==> config.mk <==
export PLATFORM = sky130hd
export DESIGN_NAME = led_scan_ctrl
export DESIGN_NICKNAME = d
export VERILOG_FILES = /design/src/rtl/led_scan_ctrl.sv
export SDC_FILE = /design/constraint.sdc
export NUM_CORES = 1
export LEC_CHECK = 0
export CAP_MARGIN = 30
export CORE_MARGIN = 3
export CORE_UTILIZATION = 55
export DETAILED_ROUTE_END_ITERATION = 8
export PLACE_DENSITY = 0.91
export SLEW_MARGIN = 25
export SYNTH_ARGS = -nofsm -noshare
export SYNTH_HDL_FRONTEND = slang
export SYNTH_SLANG_ARGS = --single-unit
==> constraint.sdc <==
create_clock -name iClk -period 7.7 [get_ports iClk]
set_clock_uncertainty 0.2 [all_clocks]
set_input_delay 1.54 -clock iClk [delete_from_list [all_inputs] [get_ports iClk]]
set_output_delay 1.54 -clock iClk [all_outputs]
set_load 0.02 [all_outputs]
==> src/rtl/led_scan_ctrl.sv <==
// Scans an 8-digit hex display: steps through enabled digits, one nibble/select pair per dwell period.
// Latency: outputs are registered state; a new value shows at the next frame boundary.
// Backpressure: none; iLoad is always accepted and the last load before a boundary wins.
module led_scan_ctrl #(
    parameter int DIV = 50000
) (
    input  logic        iClk,
    input  logic        iRst_n,
    input  logic [31:0] iData,
    input  logic        iLoad,
    input  logic [7:0]  iMask,
    output logic [3:0]  oNibble,
    output logic [2:0]  oSel,
    output logic        oBlank,
    output logic        oPending,
    output logic        oFrame
);

    localparam int PW = $clog2(DIV);
    localparam logic [PW-1:0] PMAX = PW'(DIV - 1);

    typedef enum logic {RUN, IDLE} state_t;

    state_t        state;
    state_t        stateNxt;
    logic [PW-1:0] presc;
    logic [31:0]   pend;
    logic          pendV;
    logic [31:0]   act;
    logic [7:0]    maskA;
    logic [2:0]    digit;
    logic [2:0]    digitNxt;
    logic          boundary;
    logic          tick;
    logic [7:0]    higher;

    function automatic logic [2:0] lowestSet(input logic [7:0] m);
        lowestSet = 3'd0;
        for (int k = 7; k >= 0; k--) begin
            if (m[k]) lowestSet = 3'(k);
        end
    endfunction

    assign tick   = (presc == PMAX);
    // Enabled digits strictly above the current one; empty means the frame ends here.
    assign higher = maskA & ~((8'd2 << digit) - 8'd1);

    always_ff @(posedge iClk or negedge iRst_n) begin
        if (!iRst_n) begin
            state <= RUN;
        end else begin
            state <= stateNxt;
        end
    end

    always_comb begin
        stateNxt = state;
        digitNxt = digit;
        boundary = 1'b0;
        case (state)
            RUN: begin
                if (tick) begin
                    if (higher != 8'd0) begin
                        digitNxt = lowestSet(higher);
                    end else begin
                        boundary = 1'b1;
                        if (iMask != 8'd0) begin
                            digitNxt = lowestSet(iMask);
                        end else begin
                            digitNxt = 3'd0;
                            stateNxt = IDLE;
                        end
                    end
                end
            end
            IDLE: begin
                if (tick && iMask != 8'd0) begin
                    boundary = 1'b1;
                    digitNxt = lowestSet(iMask);
                    stateNxt = RUN;
                end
            end
            default: stateNxt = RUN;
        endcase
    end

    always_ff @(posedge iClk or negedge iRst_n) begin
        if (!iRst_n) begin
            presc  <= '0;
            pend   <= 32'd0;
            pendV  <= 1'b0;
            act    <= 32'd0;
            maskA  <= 8'hFF;
            digit  <= 3'd0;
            oFrame <= 1'b0;
        end else begin
            presc  <= tick ? '0 : presc + PW'(1);
            digit  <= digitNxt;
            oFrame <= boundary;
            if (boundary) begin
                maskA <= iMask;
                if (pendV) act <= pend;
            end
            // A load on the commit edge lands in pend after the old value moved to act.
            if (iLoad) begin
                pend  <= iData;
                pendV <= 1'b1;
            end else if (boundary) begin
                pendV <= 1'b0;
            end
        end
    end

    assign oSel     = digit;
    assign oBlank   = (state == IDLE);
    assign oPending = pendV;
    assign oNibble  = oBlank ? 4'd0 : act[{digit, 2'b00} +: 4];

endmodule

# After elaboration in Yosys (flattened, before gate mapping)

Cells that the tools add are included.

Register bits after elaboration: 94
Input bits: 43
Output and inout bits: 10
Word-level logic and storage cells: 58

Add/subtract/negate cells: 2
Equal/unequal tests: 3
Shift operators: 2
Multiplexer cells: 34
Bitwise operators: 3
Reductions and logical operators: 6

Operators by type and width:

| kind                                                               | number |
|---|---|
| 3-bit two-way mux                                                  | 20 |
| 32-bit by 6-bit variable part select with 4-bit output             | 1 |
| 16-bit by 1-bit adder with 16-bit output, second input constant    | 1 |
| 16-bit == test, second input constant                              | 1 |
| 16-bit two-way mux                                                 | 1 |
| 8-bit nonzero test                                                 | 2 |
| 1-bit two-way mux                                                  | 9 |
| 8-bit bitwise AND                                                  | 1 |
| 8-bit NOT                                                          | 1 |
| 2-bit by 3-bit << shifter with 8-bit output, first input constant  | 1 |
| 8-bit by 1-bit subtractor with 8-bit output, second input constant | 1 |
| 3-bit case mux with 2 select lines                                 | 1 |
| 4-bit two-way mux                                                  | 1 |
| 1-bit case mux with 2 select lines                                 | 2 |
| 2-bit AND reduction                                                | 2 |
| 2-bit by 1-bit != test with 1-bit output, second input constant    | 1 |
| 2-bit != test, second input constant                               | 1 |
| 2-bit nonzero test                                                 | 1 |
| 1-bit logical AND                                                  | 1 |
| 1-bit NOT                                                          | 1 |

# Logic depth before layout (Yosys ltp)

Gate-level depths: netlist of the first run.

Depth after elaboration: 15
Gate-level depth with buffers: 7
Gate-level depth less buffers: 6

# Worst setup path after synthesis of the first run

No wires, ideal clock.

Kind: register -> output
Start point: reg digit[0], in the netlist oSel[0]
End point: out oNibble[0]
Data arrival time: 1.792 ns
Data required time: 5.960 ns
Path slack: 4.168 ns
Cell stages (with the launch flop): 5
Path buffers: 1
Cell sequence: dfrtp_1 -> buf_1 -> mux4_2 -> mux2i_1 -> nor2_1

Longest elaborated chain between the ends: 2

Ends and longest elaborated chain:

| element                                                | RTL line | RTL |
|---|---|---|
| start: declaration                                     | 31       | `logic [2:0] digit;` |
| start signal: assignment                               | 98       | `digit <= digitNxt;` |
| 32-bit by 6-bit variable part select with 4-bit output | 117      | `assign oNibble = oBlank ? 4'd0 : act[{digit, 2'b00} +: 4];` |
| 4-bit two-way mux                                      | 117      |  |
| end: declaration                                       | 12       | `output logic [3:0] oNibble,` |

No other way between the ends.

# Final worst setup path of the first run

Start point: reg digit[0], in the netlist oSel[0]
End point: out oNibble[3]

Same word-level chain as after synthesis.

==> metrics.csv, run 1 <==
metric,value,unit
Post-layout nets,411,
Avg Synthesized Cell Area,13.4,um2
Clock Power Share,37.7,%
setup slack after layout,3.29,ns
largest family of logic cells by synthesized area,multiplexers,
Psw,198,uW
Bufs and invs on worst path,1,
internal power,721,uW
Comb power frac,6.3,%
Netlist Area Pre-Place,4220,um2
Fin Setup TNS,0,ns
clk buf depth,2,
# fillers,495,
synthesized flop and latch total,93,
Non-Filler Instances,471,
Initial Util,57.6,%
worst relative slew slack,44.7,%
CP Data Required Time,5.96,ns
CTS tree,yes,
Boundary Pins,53,
post-layout minimum cycle time,4.41,ns
# rows,31,
synth warn,0,
Die H,93.6,um
# Max-Cap Violations,0,
CTS Sinks,93,
Final Hold Viols,0,
worst-path maximum fanout,15,
largest net degree at the start of global routing,65,
final slew viol count,0,
Post-DP Area,4810,um2
Inst Count DP,455,
core region area,7330,um2
outcome,"complete, no violations",
post-synthesis xor/xnor area fraction,2.49,%
Reg area,2340,um2
vias per std cell,5.69,
"EDFF count, synth",0,
first-pass GRT wire length,13.1,mm
ranking of synthesized cells by area,"dfrtp_1 51%, mux2_2 11%, mux2_1 8.0%",
Cell variety after synth,49,
post-synthesis adder-cell area fraction,0.296,%
port bufs,52,
share of power burned in registers,56.0,%
min-delay worst type,flip-flop to flip-flop,
Synth Flop Type,dfrtp_1,
final hold slack,0.277,ns
Die W,93.6,um
Crit path max-delay family,flip-flops,
Yosys top cell area share,51.0,%
Crit-path slowest cell,dfrtp_1,
DRT antenna net count,0,
total gr overflow,0,
Synth Area in Compound Gates,4.74,%
CP Class,flip-flop to output port,
multi-input logic area,1790,um2
post-place setup slack,3.57,ns
Area Overhead vs Synth,19.1,%
"Largest stage delay, worst path",0.89,ns
CTS Hold Bufs,0,
P per Cell Area,183,nW/um2
register area share after synthesis,55.4,%
antenna cells,0,
DR pass1 iterations,4,
dpl hpwl,5.47,mm
DR vias,2681,
leading area contributor after synthesis,dfrtp_1,
wire length per cell,16.5,um
"Design Area, Final",5030,um2
DRC Markers,0,
PostCTS Resize Cnt,0,
"Cell Chain, Critical Path",mux4_2 > mux2i_1 > nor2_1 > clkdlybuf4s50_1,
number of global-route vias before repair,2817,
Static Leak,2.23,nW
post-layout power,919,uW
GRT Overall Usage,19.4,%
1st-iter DRT viols,167,
gp weighted congestion,0.860,
worst skew pair latency,0.36,ns
Worst EP arrival,2.67,ns
final worst path period share,57.3,%
Peak VDD IR,0.000130,V
Root Buffer,clkbuf_8,
crit start category,flip-flop,
"Clk pin slew, worst setup/hold paths",0.09,ns
"Core Util, Final",68.6,%
CTS buffer count,9,
fmax,227,MHz
initial antenna violation count,0,
Sw Ratio,21.5,%
RSZ-0062 raised after global routing,no,
Async SR Flop Fraction,100,%
aggregate routed wire length,7.79,mm
final setup vio count,0,
Tightest Pin Transition,0.829,ns
Syn Inst Count,314,
mux contribution to synthesized area,24.7,%
Die ar.,8760,um2
Setup Buffers After CTS,0,
Synth Area in Simple Gates,10.1,%
layout cells sized above 1,23.1,%
Syn Nets,358,
Worst Setup End Kind,output port,
H-Tree Depth,3,
## power groups by stage
| stage | sequential [mW] | clock [mW] | combinational [mW] |
|---|---|---|---|
| CTS | 0.515 | 0.354 | 0.0590 |
| finish | 0.515 | 0.346 | 0.0578 |
| detailed placement | 0.525 | 0 | 0.0588 |
| global placement | 0.523 | 0 | 0.0567 |
| floorplan | 0.520 | 0 | 0.0229 |
| global route | 0.517 | 0.373 | 0.0633 |
## flip-flops by register name, summed over array words and instances, names as in the netlist
| register | cells |
|---|---|
| pend | 32 |
| act | 32 |
| oPending | 1 |
| maskA | 7 |
| oBlank | 1 |
| presc | 16 |
| oFrame | 1 |
| oSel | 3 |
## final timing paths
path                       startpoint    endpoint  slack (ns)  depth (start not counted)
max                           oSel[0]  oNibble[3]        3.29                          4
min                          presc[0]    presc[0]        0.28                          1
max reg2reg                   oSel[0]      act[7]        4.40                          6
min reg2reg                  presc[0]    presc[0]        0.28                          1
max in group asynchronous      iRst_n    pend[18]        5.32                          2
min in group asynchronous      iRst_n   presc[10]        0.89                          1
## cells in the mapped netlist (2+ instances only)
library cell and number:
xnor2_1 5, nor3_1 3, clkbuf_1 7, nor4_1 3, o21bai_1 3, and3_1 6
inv_1 7, buf_1 2, mux2_2 43, mux2i_1 4, and2_1 2, nand2_1 5
nor2b_1 6, or2_2 2, dfstp_2 7, o31ai_1 2, nor2_1 24, nand4_1 3
mux2_1 30, nor3b_1 2, mux4_2 8, dfrtp_1 86, a21oi_1 8, nand2b_1 3
buf_6 3, o21ai_0 5, xor2_1 7, a2bb2oi_1 2, nand3_1 6
## per-layer routing
layer	vias to the layer above	GRT usage [%]	share of wire [%]
li1	1238	-	-
met1	1356	25.5	43
met2	67	31.2	49
met3	20	5.07	5.6
met4	0	6.98	1.8
met5	-	0	0
## placed cells by master (no fill, tap or decap), types with 2 or more instances in the layout
cell type         n
and2_1            2
clkinvlp_4        2
inv_1             7
dfrtp_1          86
o21ai_0           5
nor2b_1           6
and3_1            6
xnor2_1           5
nor3b_1           2
xor2_1            7
nor2_1           24
nand2_1           5
nor4_1            3
a2bb2oi_1         2
o31ai_1           2
mux4_2            8
clkinv_2          3
clkdlybuf4s50_1  51
clkbuf_8          9
mux2i_1           4
a21oi_1           8
bufinv_16         2
mux2_1           30
buf_4             4
o21bai_1          3
dfstp_2           7
nand2b_1          3
nand4_1           3
mux2_2           43
or2_2             2
nor3_1            3
nand3_1           6
## cell families (layout without fill, tap and decap cells)
family / count (synthesis) / after routing
flip-flops: 93 / 93
multiplexers: 85 / 85
AND/OR/NAND/NOR: 74 / 74
AO/OA/AOI/OAI: 29 / 29
buffers and inverters: 20 / 78
XOR/XNOR: 12 / 12
adder cells (fa/ha/maj): 1 / 1
## layout make-up
type / instances / share of cell area (%)
tap: 99 / 2.46
clock inverter: 7 / 1.79
timing repair buffer: 55 / 10.8
inverter: 7 / 0.523
sequential: 93 / 46.5
multi-input combinational: 201 / 35.5
clock buffer: 9 / 2.46
Power figures use the tool's default switching activity.
==> run 2: changes to the inputs <==
--- a/config.mk
+++ b/config.mk
@@ -7,9 +7,9 @@
 export LEC_CHECK = 0
 export CAP_MARGIN = 30
 export CORE_MARGIN = 3
-export CORE_UTILIZATION = 55
+export CORE_UTILIZATION = 50
 export DETAILED_ROUTE_END_ITERATION = 8
-export PLACE_DENSITY = 0.91
+export PLACE_DENSITY = 0.88
 export SLEW_MARGIN = 25
 export SYNTH_ARGS = -nofsm -noshare
 export SYNTH_HDL_FRONTEND = slang
==> constraint.sdc (replaced) <==
create_clock -name iClk -period 3.8 [get_ports iClk]
set_clock_uncertainty 0.2 [all_clocks]
set_input_delay 0.76 -clock iClk [delete_from_list [all_inputs] [get_ports iClk]]
set_output_delay 0.76 -clock iClk [all_outputs]
set_load 0.02 [all_outputs]
==> run 2 against run 1 <==
Sequential cell count did not move. Largest cell class unchanged. Clock power rose by 70%. Highest routed layer unchanged. Routed wire length rose by 3.2%. Final cell count rose by 1.1%. Cell area fell by 0.27%. Worst setup slack got worse by 2.9 ns. Count of clock-buffer cells in the layout rose by 1. Core utilization fell by 5.7 points.
==> metrics.csv, run 2 (synthesis results as in run 1) <==
metric,value,unit
outcome,"complete, no violations",
core region area,7970,um2
Top Registers,"act: 32 flops, pend: 32 flops, presc: 16 flops",
Setup Buffers After CTS,0,
aggregate routed wire length,8.04,mm
worst skew pair latency,0.36,ns
final worst path period share,90.9,%
first-pass GRT wire length,13.9,mm
antenna cells,0,
clk buf depth,2,
"Cell Chain, Critical Path",mux4_2 > mux2i_1 > nor2_1 > clkdlybuf4s50_1,
R2R depth,6,
"leading cell type in the layout, fill and taps excluded",dfrtp_1,
Final Hold Viols,0,
Die ar.,9580,um2
"commonest non-fill, non-tap cells in the layout","86 x dfrtp_1, 51 x clkdlybuf4s50_1, 43 x mux2_2",
Root Buffer,clkbuf_8,
final setup vio count,0,
setup slack after layout,0.348,ns
Boundary Pins,53,
# Max-Cap Violations,0,
worst-path maximum fanout,20,
RSZ-0062 raised after global routing,no,
Worst EP arrival,2.49,ns
Peak VDD IR,0.000291,V
DRC Markers,0,
DRT antenna net count,0,
P per Cell Area,348,nW/um2
Fin Setup TNS,0,ns
post-layout minimum cycle time,3.45,ns
Bufs and invs on worst path,1,
gp weighted congestion,0.940,
H-Tree Depth,3,
port bufs,52,
Initial Util,53.0,%
initial antenna violation count,0,
CTS buffer count,9,
worst relative slew slack,45.5,%
wire length per cell,16.9,um
largest net degree at the start of global routing,94,
Static Leak,2.22,nW
CP Class,flip-flop to output port,
CP Data Required Time,2.84,ns
vias per std cell,5.65,
PostCTS Resize Cnt,0,
Tightest Pin Transition,0.818,ns
Crit-path slowest cell,dfrtp_1,
crit start category,flip-flop,
DR pass1 iterations,4,
Area Overhead vs Synth,18.8,%
post-place setup slack,0.620,ns
GRT Overall Usage,18.1,%
dpl hpwl,5.69,mm
post-layout power,1.75,mW
Die W,97.9,um
"Clk pin slew, worst setup/hold paths",0.10,ns
Worst Setup End Kind,output port,
WP depth,4,
DR vias,2690,
number of global-route vias before repair,2932,
Crit path max-delay family,flip-flops,
layout cells sized above 1,23.3,%
CTS Sinks,93,
CTS Hold Bufs,0,
Post-layout nets,413,
# rows,32,
Die H,97.9,um
min-delay worst type,primary input to asynchronous set/reset pin,
1st-iter DRT viols,96,
"Largest stage delay, worst path",0.88,ns
total gr overflow,0,
final slew viol count,0,
CTS tree,yes,
fmax,290,MHz
## run 2: changes by cell type in the layout (fill, tap and decap cells not counted)
cell	before	now
buf_4	4	5
buf_6	0	1
bufinv_16	2	0
clkbuf_1	0	1
clkinv_2	3	0
clkinv_4	0	4
## run 2: metal layers
| layer | track usage [%] | wire length (um) | part of all wire, % | vias to the layer above |
|---|---|---|---|---|
| met5 | 0 | 0 | 0 | - |
| met4 | 6.18 | 137 | 1.7 | 0 |
| met3 | 4.57 | 324 | 4.0 | 12 |
| met2 | 30.8 | 4090 | 51 | 58 |
| met1 | 22.5 | 3480 | 43 | 1382 |
| li1 | - | - | - | 1238 |
## run 2: cell type report
type                            instances  area (um2)
Fill cell                             582        2960
Sequential cell                        93        2340
Clock inverter                          6        50.0
Inverter                                7        26.3
Tap cell                              102         128
Timing Repair Buffer                   57         559
Multi-Input combinational cell        201        1790
Clock buffer                           10         128
## run 2: worst paths after layout
path,startpoint,to,slack (ns)
setup reg to reg,oSel[1],act[6],0.60
max in group asynchronous,iRst_n,presc[3],2.58
hold / removal,iRst_n,pend[28],0.24
min in group iClk,presc[0],presc[0],0.26
setup / recovery,oSel[1],oNibble[2],0.35
hold reg to reg,presc[0],presc[0],0.26
## run 2: where the power goes
part	internal [mW]	switching [mW]
registers	1.02	0.0184
logic	0.0718	0.0442
clock network	0.242	0.346
## run 2: per-stage QoR
| stage | cell area [um2] | cells | util (%) | hold WS (ns) |
|---|---|---|---|---|
| after floorplan | 4220 | 314 | - | 0.225 |
| after global placement | 4830 | 460 | 60.6 | 0.241 |
| after detailed placement | 4830 | 460 | 60.7 | 0.249 |
| after CTS | 5010 | 476 | 62.9 | 0.261 |
| after global routing | 5010 | 476 | 62.9 | 0.305 |
| final | 5010 | 476 | 62.9 | 0.245 |
==> run 3: changes to the inputs <==
--- a/config.mk
+++ b/config.mk
@@ -6,9 +6,11 @@
 export NUM_CORES = 1
 export LEC_CHECK = 0
 export CAP_MARGIN = 30
+export CORE_ASPECT_RATIO = 1.4
 export CORE_MARGIN = 3
 export CORE_UTILIZATION = 50
 export DETAILED_ROUTE_END_ITERATION = 8
+export HOLD_SLACK_MARGIN = 0.12
 export PLACE_DENSITY = 0.88
 export SLEW_MARGIN = 25
 export SYNTH_ARGS = -nofsm -noshare
==> run 3 against run 2 <==
Core utilization is 1.5 points higher. Count of clock-buffer cells in the layout unchanged. Register-to-register slack improved by 0.40 ns. Routed wire length is 2.6% higher. Critical path type unchanged. Largest power group is now the clock network.
==> metrics.csv, run 3 (synthesis results as in run 1) <==
metric,value,unit
"commonest non-fill, non-tap cells in the layout","86 x dfrtp_1, 51 x clkdlybuf4s50_1, 43 x mux2_2",
vias per std cell,5.63,
CTS Hold Bufs,0,
final worst path period share,90.0,%
GRT Overall Usage,18.2,%
number of global-route vias before repair,2821,
# Max-Cap Violations,0,
Reg area,2340,um2
Die W,83.6,um
Die H,115,um
post-layout power,2.26,mW
Top Registers,"act: 32 flops, pend: 32 flops, presc: 16 flops",
Die ar.,9590,um2
worst-path maximum fanout,8,
"Largest stage delay, worst path",0.57,ns
Static Leak,2.36,nW
worst skew pair latency,0.34,ns
CTS Sinks,93,
worst relative slew slack,66.2,%
total gr overflow,0,
outcome,"complete, no violations",
clk buf depth,2,
largest net degree at the start of global routing,57,
Fin Setup TNS,0,ns
CTS buffer count,9,
CP Data Required Time,2.84,ns
post-layout minimum cycle time,3.42,ns
P per Cell Area,428,nW/um2
Crit-path slowest cell,clkdlybuf4s50_1,
core region area,8200,um2
# rows,39,
Setup Buffers After CTS,0,
DR vias,2720,
"Cell Chain, Critical Path",buf_4 > mux4_2 > mux2i_1 > nor2_1 > clkdlybuf4s50_1,
Root Buffer,clkbuf_16,
Bufs and invs on worst path,2,
wire length per cell,17.1,um
H-Tree Depth,3,
DRC Markers,0,
Peak VDD IR,0.000330,V
dpl hpwl,5.75,mm
PostCTS Resize Cnt,0,
multi-input logic area,1790,um2
Tightest Pin Transition,0.503,ns
final slew viol count,0,
Boundary Pins,53,
aggregate routed wire length,8.25,mm
gp weighted congestion,0.862,
Final Hold Viols,0,
port bufs,52,
CTS tree,yes,
crit start category,flip-flop,
DRT antenna net count,0,
Post-layout nets,420,
RSZ-0062 raised after global routing,no,
1st-iter DRT viols,247,
Crit path max-delay family,buffers and inverters,
Non-Filler Instances,483,
layout cells sized above 1,24.9,%
final setup vio count,0,
initial antenna violation count,0,
min-delay worst type,primary input to asynchronous set/reset pin,
DR pass1 iterations,4,
Worst EP arrival,2.46,ns
# fillers,577,
Worst Setup End Kind,output port,
"Core Util, Final",64.5,%
CP Class,flip-flop to output port,
Inst Count DP,466,
fmax,292,MHz
"leading cell type in the layout, fill and taps excluded",dfrtp_1,
Area Overhead vs Synth,25.2,%
antenna cells,0,
"Clk pin slew, worst setup/hold paths",0.06,ns
Initial Util,51.5,%
first-pass GRT wire length,13.5,mm
[run 3: cell types whose count changed in the layout (fill, tap and decap cells not counted), sizes merged]
cell,previous run,this run
clkinv,4,2
buf,6,13
bufinv,0,4
clkinvlp,2,0
[run 3: area by class of cell]
class                      count  share of cell area [%]
timing repair buffer          64                    12.0
inverter                       7                   0.497
clock buffer                  10                    4.52
tap                          102                    2.42
multi-input combinational    201                    33.8
sequential                    93                    44.2
clock inverter                 6                    2.53
[run 3: metal layers]
metal	wire length, um	share of wire [%]	GRT usage [%]	vias up
met5	0	0	0	-
met4	140	1.7	7.94	0
met3	272	3.3	3.31	9
met2	4330	52	31.8	68
met1	3510	43	22.1	1389
li1	-	-	-	1254
[run 3: metrics by stage]
| step | cell area (um2) | hold WS [ns] | setup slack (ns) |
|---|---|---|---|
| final | 5280 | 0.164 | 0.379 |
| after global routing | 5280 | 0.189 | 0.250 |
| after CTS | 5270 | 0.167 | 0.363 |
| after detailed placement | 4900 | 0.256 | 0.264 |
| after global placement | 4870 | 0.237 | 0.367 |
| after floorplan | 4220 | 0.225 | 1.05 |
[run 3: final timing paths]
path / startpoint / endpoint / slack, ns / cells after the start
setup / recovery: oSel[0] / oNibble[0] / 0.38 / 5
hold reg to reg: presc[0] / presc[0] / 0.26 / 1
min in group iClk: presc[0] / presc[0] / 0.26 / 1
hold / removal: iRst_n / pend[26] / 0.16 / 1
max in group asynchronous: iRst_n / pend[9] / 2.63 / 2
setup reg to reg: presc[11] / act[13] / 1.00 / 6
[run 3: power by group]
group	leakage, nW	internal (mW)	switching, mW	total (mW)
Combinational	0.998	0.0751	0.0455	0.121
Sequential	1.18	1.02	0.0199	1.04
Clock	0.183	0.727	0.370	1.10
